$ cat config.mk
export PLATFORM = sky130hd
export DESIGN_NAME = jstk_pos_integrator
export DESIGN_NICKNAME = d
export VERILOG_FILES = /design/src/rtl/jstk_pos_integrator.sv
export SDC_FILE = /design/constraint.sdc
export NUM_CORES = 1
export LEC_CHECK = 0
export CAP_MARGIN = 20
export CORE_ASPECT_RATIO = 0.9
export CORE_MARGIN = 3
export CORE_UTILIZATION = 35
export CTS_BUF_LIST = sky130_fd_sc_hd__clkbuf_16
export DETAILED_ROUTE_END_ITERATION = 7
export GPL_ROUTABILITY_DRIVEN = 0
export PLACE_DENSITY = 0.51
export SLEW_MARGIN = 20
export SYNTH_ARGS = -nofsm -noshare
export SYNTH_HDL_FRONTEND = slang
export SYNTH_SLANG_ARGS = --single-unit
$ cat constraint.sdc
create_clock -name clk -period 6.4 [get_ports clk]
set_input_delay 1.28 -clock clk [delete_from_list [all_inputs] [get_ports clk]]
set_output_delay 1.28 -clock clk [all_outputs]
set_load 0.02 [all_outputs]
$ cat src/rtl/jstk_pos_integrator.sv
// Multi-axis joystick-to-position integrator. Raw samples are centred,
// deadzoned and scaled, then integrated (relative mode) or mapped directly
// (absolute mode). Results are clamped to [0, POS_MAX] and committed to
// pos_out once per frame, on the vsync rising edge.
module jstk_pos_integrator #(
  parameter int CHANNELS  = 2,
  parameter int DATA_W    = 10,
  parameter int POS_W     = 12,
  parameter int CENTER    = 512,
  parameter int DEADZONE  = 32,
  parameter int SHIFT     = 5,
  parameter int ABS_SHIFT = 0,
  parameter int POS_MAX   = 1023,
  parameter int INIT_POS  = 512
) (
  input  logic                         clk,
  input  logic                         rst,
  input  logic [CHANNELS*DATA_W-1:0]   sample_in,
  input  logic                         sample_valid,
  input  logic                         vsync,
  input  logic                         mode,
  input  logic [CHANNELS-1:0]          load_mask,
  input  logic [CHANNELS*POS_W-1:0]    load_val,
  output logic [CHANNELS*POS_W-1:0]    pos_out,
  output logic                         busy,
  output logic                         frame_done,
  output logic                         overrun
);

  localparam int CW = (CHANNELS > 1) ? $clog2(CHANNELS) : 1;
  localparam int SW = POS_W + 2;
  localparam int AW = DATA_W + ABS_SHIFT;
  localparam int MW = (AW > POS_W) ? AW : POS_W;

  localparam logic [1:0] S_IDLE   = 2'd0;
  localparam logic [1:0] S_CALC   = 2'd1;
  localparam logic [1:0] S_COMMIT = 2'd2;

  localparam logic [DATA_W-1:0] CENTER_V  = DATA_W'(CENTER);
  localparam logic [DATA_W:0]   DZ_V      = (DATA_W+1)'(DEADZONE);
  localparam logic [POS_W-1:0]  POS_MAX_V = POS_W'(POS_MAX);
  localparam logic [POS_W-1:0]  INIT_V    = POS_W'(INIT_POS);
  localparam logic [CW-1:0]     LAST_CH   = CW'(CHANNELS - 1);

  // Relative step: centre, deadzone, scale (magnitude truncation so the
  // response is symmetric about centre), add to position, clamp.
  function automatic logic [POS_W-1:0] rel_step(input logic [DATA_W-1:0] s,
                                                input logic [POS_W-1:0]  p);
    logic signed [DATA_W:0] d;
    logic        [DATA_W:0] mag;
    logic        [DATA_W:0] m;
    logic signed [SW-1:0]   vel;
    logic signed [SW-1:0]   sum;
    d   = $signed({1'b0, s}) - $signed({1'b0, CENTER_V});
    mag = d[DATA_W] ? (DATA_W+1)'(-d) : (DATA_W+1)'(d);
    if (mag <= DZ_V) begin
      vel = '0;
    end else begin
      m   = (mag - DZ_V) >> SHIFT;
      vel = $signed(SW'(m));
      if (d[DATA_W]) vel = -vel;
    end
    sum = $signed(SW'(p)) + vel;
    if (sum < 0)
      return '0;
    else if (sum > $signed(SW'(POS_MAX_V)))
      return POS_MAX_V;
    else
      return sum[POS_W-1:0];
  endfunction

  // Absolute map: scale the raw sample and saturate at POS_MAX.
  function automatic logic [POS_W-1:0] abs_map(input logic [DATA_W-1:0] s);
    logic [MW-1:0] sh;
    sh = MW'(s) << ABS_SHIFT;
    if (sh > MW'(POS_MAX_V))
      return POS_MAX_V;
    else
      return sh[POS_W-1:0];
  endfunction

  logic [1:0]                   state_q,      state_d;
  logic                         vsync_q,      vsync_d;
  logic [CHANNELS*DATA_W-1:0]   samp_q,       samp_d;
  logic [CHANNELS*DATA_W-1:0]   snap_q,       snap_d;
  logic                         mode_snap_q,  mode_snap_d;
  logic [CW-1:0]                chan_q,       chan_d;
  logic [CHANNELS*POS_W-1:0]    shadow_q,     shadow_d;
  logic [CHANNELS*POS_W-1:0]    pos_q,        pos_d;
  logic [CHANNELS-1:0]          skip_q,       skip_d;
  logic                         frame_done_q, frame_done_d;
  logic                         overrun_q,    overrun_d;

  logic                         tick;
  logic [DATA_W-1:0]            cur_samp;
  logic [POS_W-1:0]             cur_pos;
  logic [POS_W-1:0]             next_val;

  assign tick = vsync & ~vsync_q;

  // Select the channel under calculation and compute its next position.
  always_comb begin
    cur_samp = '0;
    cur_pos  = '0;
    for (int i = 0; i < CHANNELS; i++) begin
      if (chan_q == CW'(i)) begin
        cur_samp = snap_q[i*DATA_W +: DATA_W];
        cur_pos  = pos_q[i*POS_W +: POS_W];
      end
    end
    next_val = mode_snap_q ? abs_map(cur_samp) : rel_step(cur_samp, cur_pos);
  end

  // Frame FSM, sample capture, shadow/commit and preload handling.
  always_comb begin
    state_d      = state_q;
    vsync_d      = vsync;
    samp_d       = samp_q;
    snap_d       = snap_q;
    mode_snap_d  = mode_snap_q;
    chan_d       = chan_q;
    shadow_d     = shadow_q;
    pos_d        = pos_q;
    skip_d       = skip_q;
    frame_done_d = 1'b0;
    overrun_d    = 1'b0;

    if (sample_valid) samp_d = sample_in;

    case (state_q)
      S_IDLE: begin
        if (tick) begin
          snap_d      = samp_q;
          mode_snap_d = mode;
          chan_d      = '0;
          state_d     = S_CALC;
        end
      end
      S_CALC: begin
        if (tick) overrun_d = 1'b1;
        for (int i = 0; i < CHANNELS; i++) begin
          if (chan_q == CW'(i)) shadow_d[i*POS_W +: POS_W] = next_val;
        end
        if (chan_q == LAST_CH) state_d = S_COMMIT;
        else                   chan_d  = chan_q + CW'(1);
      end
      S_COMMIT: begin
        if (tick) overrun_d = 1'b1;
        for (int i = 0; i < CHANNELS; i++) begin
          if (!skip_q[i]) pos_d[i*POS_W +: POS_W] = shadow_q[i*POS_W +: POS_W];
        end
        skip_d       = '0;
        frame_done_d = 1'b1;
        state_d      = S_IDLE;
      end
      default: state_d = S_IDLE;
    endcase

    // Preload overrides any commit on the same edge. Only a load landing
    // mid-calculation needs a skip mark: a load at COMMIT is already final,
    // and a load in IDLE is seen by the next frame through pos_q.
    for (int i = 0; i < CHANNELS; i++) begin
      if (load_mask[i]) begin
        pos_d[i*POS_W +: POS_W] = load_val[i*POS_W +: POS_W];
        if (state_q == S_CALC) skip_d[i] = 1'b1;
      end
    end
  end

  // State registers with asynchronous active-low reset.
  always_ff @(posedge clk or negedge rst) begin
    if (!rst) begin
      state_q      <= S_IDLE;
      vsync_q      <= 1'b0;
      samp_q       <= {CHANNELS{CENTER_V}};
      snap_q       <= {CHANNELS{CENTER_V}};
      mode_snap_q  <= 1'b0;
      chan_q       <= '0;
      shadow_q     <= {CHANNELS{INIT_V}};
      pos_q        <= {CHANNELS{INIT_V}};
      skip_q       <= '0;
      frame_done_q <= 1'b0;
      overrun_q    <= 1'b0;
    end else begin
      state_q      <= state_d;
      vsync_q      <= vsync_d;
      samp_q       <= samp_d;
      snap_q       <= snap_d;
      mode_snap_q  <= mode_snap_d;
      chan_q       <= chan_d;
      shadow_q     <= shadow_d;
      pos_q        <= pos_d;
      skip_q       <= skip_d;
      frame_done_q <= frame_done_d;
      overrun_q    <= overrun_d;
    end
  end

  assign pos_out    = pos_q;
  assign busy       = (state_q != S_IDLE);
  assign frame_done = frame_done_q;
  assign overrun    = overrun_q;

endmodule

======== After elaboration in Yosys (flattened, before gate mapping) ========
Cells that the tools add are included.
operators by class
  order comparisons ....................... 4
  bitwise gates (word level) .............. 3
  multiplexer cells ....................... 28
  $add $sub $neg .......................... 6
  eq/ne operators ......................... 6
  reductions and logical operators ........ 13
operators by type and width
  operator                                                          count
  two-way mux 12 bit                                                8
  two-way mux 14 bit                                                2
  two-way mux 24 bit                                                1
  two-way mux 10 bit                                                2
  adder 13 x 14 -> 14 bit                                           1
  > comparator 14 x 11 -> 1 bit (second input constant)             1
  < comparator 14 x 1 -> 1 bit (second input constant)              1
  negation 6 -> 14 bit                                              1
  AND reduction 2 bit                                               7
  less-or-equal comparator 11 x 6 -> 1 bit (second input constant)  1
  two-way mux 11 bit                                                1
  negation 11 bit                                                   1
  subtractor 10 x 10 -> 11 bit (second input constant)              1
  subtractor 11 x 6 -> 11 bit (second input constant)               1
  > comparator 10 bit (second input constant)                       1
  two-way mux 1 bit                                                 9
  inequality test 2 bit (second input constant)                     4
  nonzero test 2 bit                                                4
  two-way mux 2 bit                                                 3
  one-hot mux 2 bit (2 select lines)                                1
  == test 2 x 1 -> 1 bit (second input constant)                    1
  == test 2 bit (second input constant)                             1
  logical NOT 2 bit                                                 1
  inverter 1 bit                                                    2
  4 further kinds                                                   4
storage, ports and cells
  output and inout bits ................... 27
  bits of input ports ..................... 51
  logic and storage cells ................. 73
  register bits ........................... 97

======== Depth between registers and ports, before layout ========
  depth after elaboration ................. 13
  depth in mapped cells ................... 27
  depth with buffers taken out ............ 25

======== Worst setup path before layout ========
Ideal clock, no wire load.
  kind .................................... reg2reg
  from .................................... register chan_q
  to ...................................... register shadow_q[9]
  data arrival time ....................... 5.390 ns
  cell stages (with the launch flop) ...... 27
  slack ................................... 0.925 ns
  buffers on the path ..................... 3
  period minus slack after synthesis ...... 5.475 ns
  cells stage by stage .................... dfrtp_1 buf_6 buf_2 clkbuf_1 mux2i_1 ha_1 nor4bb_1 nor2_1 o21ai_1 xor2_1 inv_1 ha_1 xnor2_1 nand3_1 nor2_1 ha_1 nand2_1 a21oi_1 ha_1 o21ai_0 nor2_1 mux2_2 a32oi_1 nor2_1 mux2i_2 nor2_1 o221ai_1
between the ends
  cells in the longest elaborated chain, start to end .. 13
ends and longest elaborated chain
  item                           RTL line  source
  start, declared                87        logic [CW-1:0] chan_q, chan_d;
  start signal, assigned         190       chan_q <= chan_d;
  two-way mux 10 bit             106       if (chan_q == CW'(i)) begin
  subtractor 10 x 10 -> 11 bit   54        d = $signed({1'b0, s}) - $signed({1'b0, CENTER_V});
  negation 11 bit                55        mag = d[DATA_W] ? (DATA_W+1)'(-d) : (DATA_W+1)'(d);
  two-way mux 11 bit             55
  subtractor 11 x 6 -> 11 bit    59        m = (mag - DZ_V) >> SHIFT;
  negation 6 -> 14 bit           61        if (d[DATA_W]) vel = -vel;
  two-way mux 14 bit             61
  two-way mux 14 bit             56        if (mag <= DZ_V) begin
  adder 13 x 14 -> 14 bit        63        sum = $signed(SW'(p)) + vel;
  > comparator 14 x 11 -> 1 bit  66        else if (sum > $signed(SW'(POS_MAX_V)))
  two-way mux 12 bit             66
  two-way mux 12 bit             64        if (sum < 0)
  two-way mux 12 bit             111       next_val = mode_snap_q ? abs_map(cur_samp) : rel_step(cur_samp, cur_pos);
  end signal, assigned           179       shadow_q <= {CHANNELS{INIT_V}};
  end signal, assigned           191       shadow_q <= shadow_d;
  end, declared                  88        logic [CHANNELS*POS_W-1:0] shadow_q, shadow_d;
Parallel ways exist; a longest one is shown, timed or not.
A chain may end at the register's enable or synchronous reset.

======== Worst setup path in the final report ========
Same ends and word-level chain as after synthesis.

==> flow_results.org <==
** Outcome
- The run finished with clean final reports.

** Synthesis
- The compound-gate portion of the synthesized area came to 0.145.
- Post-synthesis share of cell area spent on full adders, half adders and majority gates :: 0.0442
- By area, the combinational part of the netlist is dominated by multiplexers.
- Syn nets :: 615
- For this run, the leading register cell type out of synthesis is sky130_fd_sc_hd__dfrtp_1.
- The synthesized netlist occupies a cell area of 0.00555 mm^2.
- Synthesis handed over a netlist of 545 instances.
- After synthesis, the share of cell area in mux cells is 0.187.
- Count of state elements after synthesis :: 97
- For this run, the number of Yosys warnings is 0.
- Library cells used by synthesis :: 63
- Seq/Total Area, Yosys :: 0.439
- Post-synthesis share of cell area spent on xor and xnor gates :: 0.0284
- Async S/R FF share, synth :: 1.00
- The average instance in the mapped netlist occupies 10.2 um^2.
- Area share of and/or/nand/nor cells after synthesis :: 0.127
- Number of synthesized flops with an enable pin :: 0

** Clocking
- Number of sinks driven by the clock tree :: 97
- After clock tree synthesis, the flow added hold-fix buffers numbering 0.
- Source-to-sink clock delay at the later pin of the worst-skew pair :: 0.35 ns
- Clock tree from TritonCTS :: done
- Maximum clock insertion buffer count :: 2
- The H-tree generated during clock tree synthesis spans 3 levels.
- Clock transition at the registers of the reported paths :: 0.07 ns
- Cell at the root of the clock tree :: sky130_fd_sc_hd__clkbuf_16
- In this run, CTS created clock tree buffers numbering 9.

** Worst setup path
- Endpoint of the lowest-slack register-to-register path :: shadow_q[9]
- R2r setup slk :: 0.65 ns
- Data arrival, critical path :: 6.00 ns
- Slowest cell delay on critical path :: 0.51 ns
- Kind of cell with the highest combined delay on the critical path :: compound AO/OA/AOI/OAI gates
- The number of buffers and inverters on the critical path is 3.
- The most numerous cell type found on the critical path is sky130_fd_sc_hd__nor2_1.
- The slowest stage of the critical path is the sky130_fd_sc_hd__a2111oi_2 cell.
- In this run the critical register-to-register path is launched from chan_q.
- Nature of the critical path endpoint :: flop
- Critical Path, Cell by Cell :: mux2_2 -> inv_1 -> ha_1 -> nor4b_1 -> nor2_1 -> o21ai_1 -> xor2_2 -> inv_1 -> ha_1 -> inv_1 -> a2111oi_2 -> nor2_1 -> xnor2_1 -> ha_1 -> nand2_1 -> o211a_1 -> nor2_1 -> mux2_2 -> a32oi_1 -> nor2b_1 -> mux2i_2 -> nor2_1 -> o221ai_1
- Depth of the worst register-to-register path :: 23
- In this run the worst path has a maximum fanout of 10.
- CP Class :: reg -> reg
- Required arrival time at the worst endpoint :: 6.65 ns
- The worst setup path is launched from a flop.

** Run
- Max-Cap Viols :: 0

** Routing
- In this run the remaining antenna-violating nets after routing total 0.
- The pre-antenna-repair detailed-routing pass consisted of 5 iterations.
- Detail-routed net length per standard cell :: 17.3 um
- Using the TritonRoute via totals, the vias-per-cell ratio works out to 5.34.
- Summed over all layers, the routed wires come to 14,200 um.
- Iter 0 DRT Violations :: 312
- Drt drc :: 0
- Vias post-DR :: 4,381

** Worst hold path
- The min-delay analysis places its worst path in the category reg -> reg.
- In this run the most critical hold path is launched from shadow_q[10].
- Endpoint of the worst hold path :: shadow_q[10]
- Counting instances, the worst hold path has a depth of 1.

** STA
- Post-layout minimum cycle time :: 5.75 ns
- Number of setup violations in the final report :: 0
- Maximum frequency from static timing analysis :: 174 MHz
- After routing, the total negative slack on setup checks comes to 0 ns.
- Slew at the pin with the worst max-slew slack :: 0.877 ns
- Worst hold slack :: 0.486 ns
- Measured against its own limit, the worst slew margin works out to 0.414.
- Setup repair after global routing left no endpoint under its margin.
- Clock skew on the completed layout was measured at 0.00902 ns.
- Count of final hold-check violations :: 0
- The count of pins over their slew limit is 0.
- Of the available clock period, the critical path in the final layout requires 0.899.
- Fin worst setup slack :: 0.649 ns

** Global routing
- For this run, global-route usage on met1 was measured as 0.227.
- In the global route stage, met2 resource usage came out at 0.272.
- Met3 Resource Use GR :: 0.0367
- Initial antenna violation count :: 0
- Busiest layer in global routing :: met2
- The via count of the first global-routing pass came to 4,371.
- Summed over all layers, the global routing overflow is 0.
- Entering global routing, the biggest net connects 52 pins.
- The first global-routing pass estimated 23,600 um of wire.
- Across every metal layer, demand over resource in global routing totals 0.167.

** Die
- Number of I/O pins :: 78
- Num rows :: 43
- Measured along the x axis, the die boundary spans 139 um.
- Core Region :: 0.0154 mm^2
- For this configuration, the core starts out at a cell density of 0.359.
- Die ar. :: 0.0174 mm^2
- The floorplan step set the die height to 125 um.

** Cells and area
- Count of antenna diodes in the layout :: 0
- Ratio of cells with drive above 1 in the final layout :: 0.165
- Count of non-filler cells in the finished layout :: 820
- Layout area overhead :: 23.3%
- Final layout net count :: 683

** Placed design
- Number of buffers added on ports :: 77
- Timing analysis after detailed placement gives a worst setup slack of 0.498 ns.
- The wire-length estimate of the detail-placed layout is 10,900 um.
- After detailed placement, the design holds a cell count of 804.
how the worst max path moves through the flow:
| stage | endpoint | cells after the start | slack (ns) | from |
|---|---|---|---|---|
| detailed placement | shadow_q[9] | 22 | 0.50 | chan_q |
| global route | shadow_q[6] | 25 | 0.06 | chan_q |
| floorplan | shadow_q[9] | 26 | 0.93 | chan_q |
| finish | shadow_q[9] | 23 | 0.65 | chan_q |
| CTS | shadow_q[1] | 22 | 0.45 | chan_q |
| global placement | shadow_q[9] | 22 | 0.60 | chan_q |
per-layer routing:
| layer | part of all wire | up-vias |
|---|---|---|
| met3 | 0.043 | 12 |
| met2 | 0.48 | 115 |
| met5 | 0 | - |
| met4 | 0.013 | 0 |
| met1 | 0.47 | 2152 |
| li1 | - | 2102 |
state kept, by name (all words and copies together), names as in the netlist, 2 cells and up:
signal    flops
shadow_q     24
samp_q       20
pos_out      24
state_q       2
skip_q        2
snap_q       20
cell usage after synthesis (all sizes together), types with 6 or more instances:
library cell  number  area (um^2)
a21oi             43          215
and2               8         50.1
buf               11         52.6
clkbuf            13         48.8
dfrtp             89         2230
dfstp              8          210
ha                18          225
inv               16         60.1
mux2              58          657
mux2i             36          380
nand2             63          244
nand2b             6         37.5
nor2              37          139
nor3               7         35.0
o21ai             45          229
o221ai             8         70.1
o22ai              8         50.1
or3                6         37.5
xnor2             10          106
cell families after synthesis:
group                    after synthesis
AO/OA/AOI/OAI                        132
XOR/XNOR                              15
adder cells (fa/ha/maj)               19
buffers and inverters                 40
flip-flops                            97
multiplexers                          94
AND/OR/NAND/NOR                      148
final cells by class:
class,instances,area [um^2]
Clock buffer,9,225
Clock inverter,7,97.6
Fill cell,1458,8600
Inverter,16,60.1
Multi-Input combinational cell,408,2970
Sequential cell,97,2440
Tap cell,202,253
Timing Repair Buffer,81,798
stage by stage:
step            util  cell area, um^2
3_3_place_gp   0.421             6500
3_5_place_dp   0.421             6500
5_1_grt        0.443             6840
6_report       0.443             6840
2_1_floorplan      -             5550
4_1_cts        0.442             6820
cells in the final DEF (no fill, tap or decap), types with 4 or more instances in the layout:
cell / netlist / routed
sky130_fd_sc_hd__dfrtp_1: 89 / 89
sky130_fd_sc_hd__clkdlybuf4s50_1: 0 / 76
sky130_fd_sc_hd__nand2_1: 62 / 62
sky130_fd_sc_hd__mux2_2: 57 / 57
sky130_fd_sc_hd__a21oi_1: 43 / 43
sky130_fd_sc_hd__o21ai_0: 40 / 40
sky130_fd_sc_hd__nor2_1: 37 / 37
sky130_fd_sc_hd__mux2i_1: 33 / 33
sky130_fd_sc_hd__ha_1: 18 / 18
sky130_fd_sc_hd__inv_1: 15 / 15
sky130_fd_sc_hd__xnor2_1: 9 / 9
sky130_fd_sc_hd__clkbuf_16: 0 / 9
sky130_fd_sc_hd__and2_1: 8 / 8
sky130_fd_sc_hd__o221ai_1: 8 / 8
sky130_fd_sc_hd__o22ai_1: 8 / 8
sky130_fd_sc_hd__dfstp_2: 8 / 8
sky130_fd_sc_hd__or3_1: 6 / 6
sky130_fd_sc_hd__nor3_1: 7 / 6
sky130_fd_sc_hd__nand2b_1: 6 / 6
sky130_fd_sc_hd__buf_4: 0 / 5
sky130_fd_sc_hd__o21ai_1: 4 / 4
repair_timing:
action                                  4_1_cts  5_1_grt
gates resized for setup                       0        3
endpoints found under the setup margin        0       20
buffers inserted                              0        0
Power is left out: the tool's default activity adds up to more than one toggle a clock period on the data nets, which glitch-free logic cannot reach.
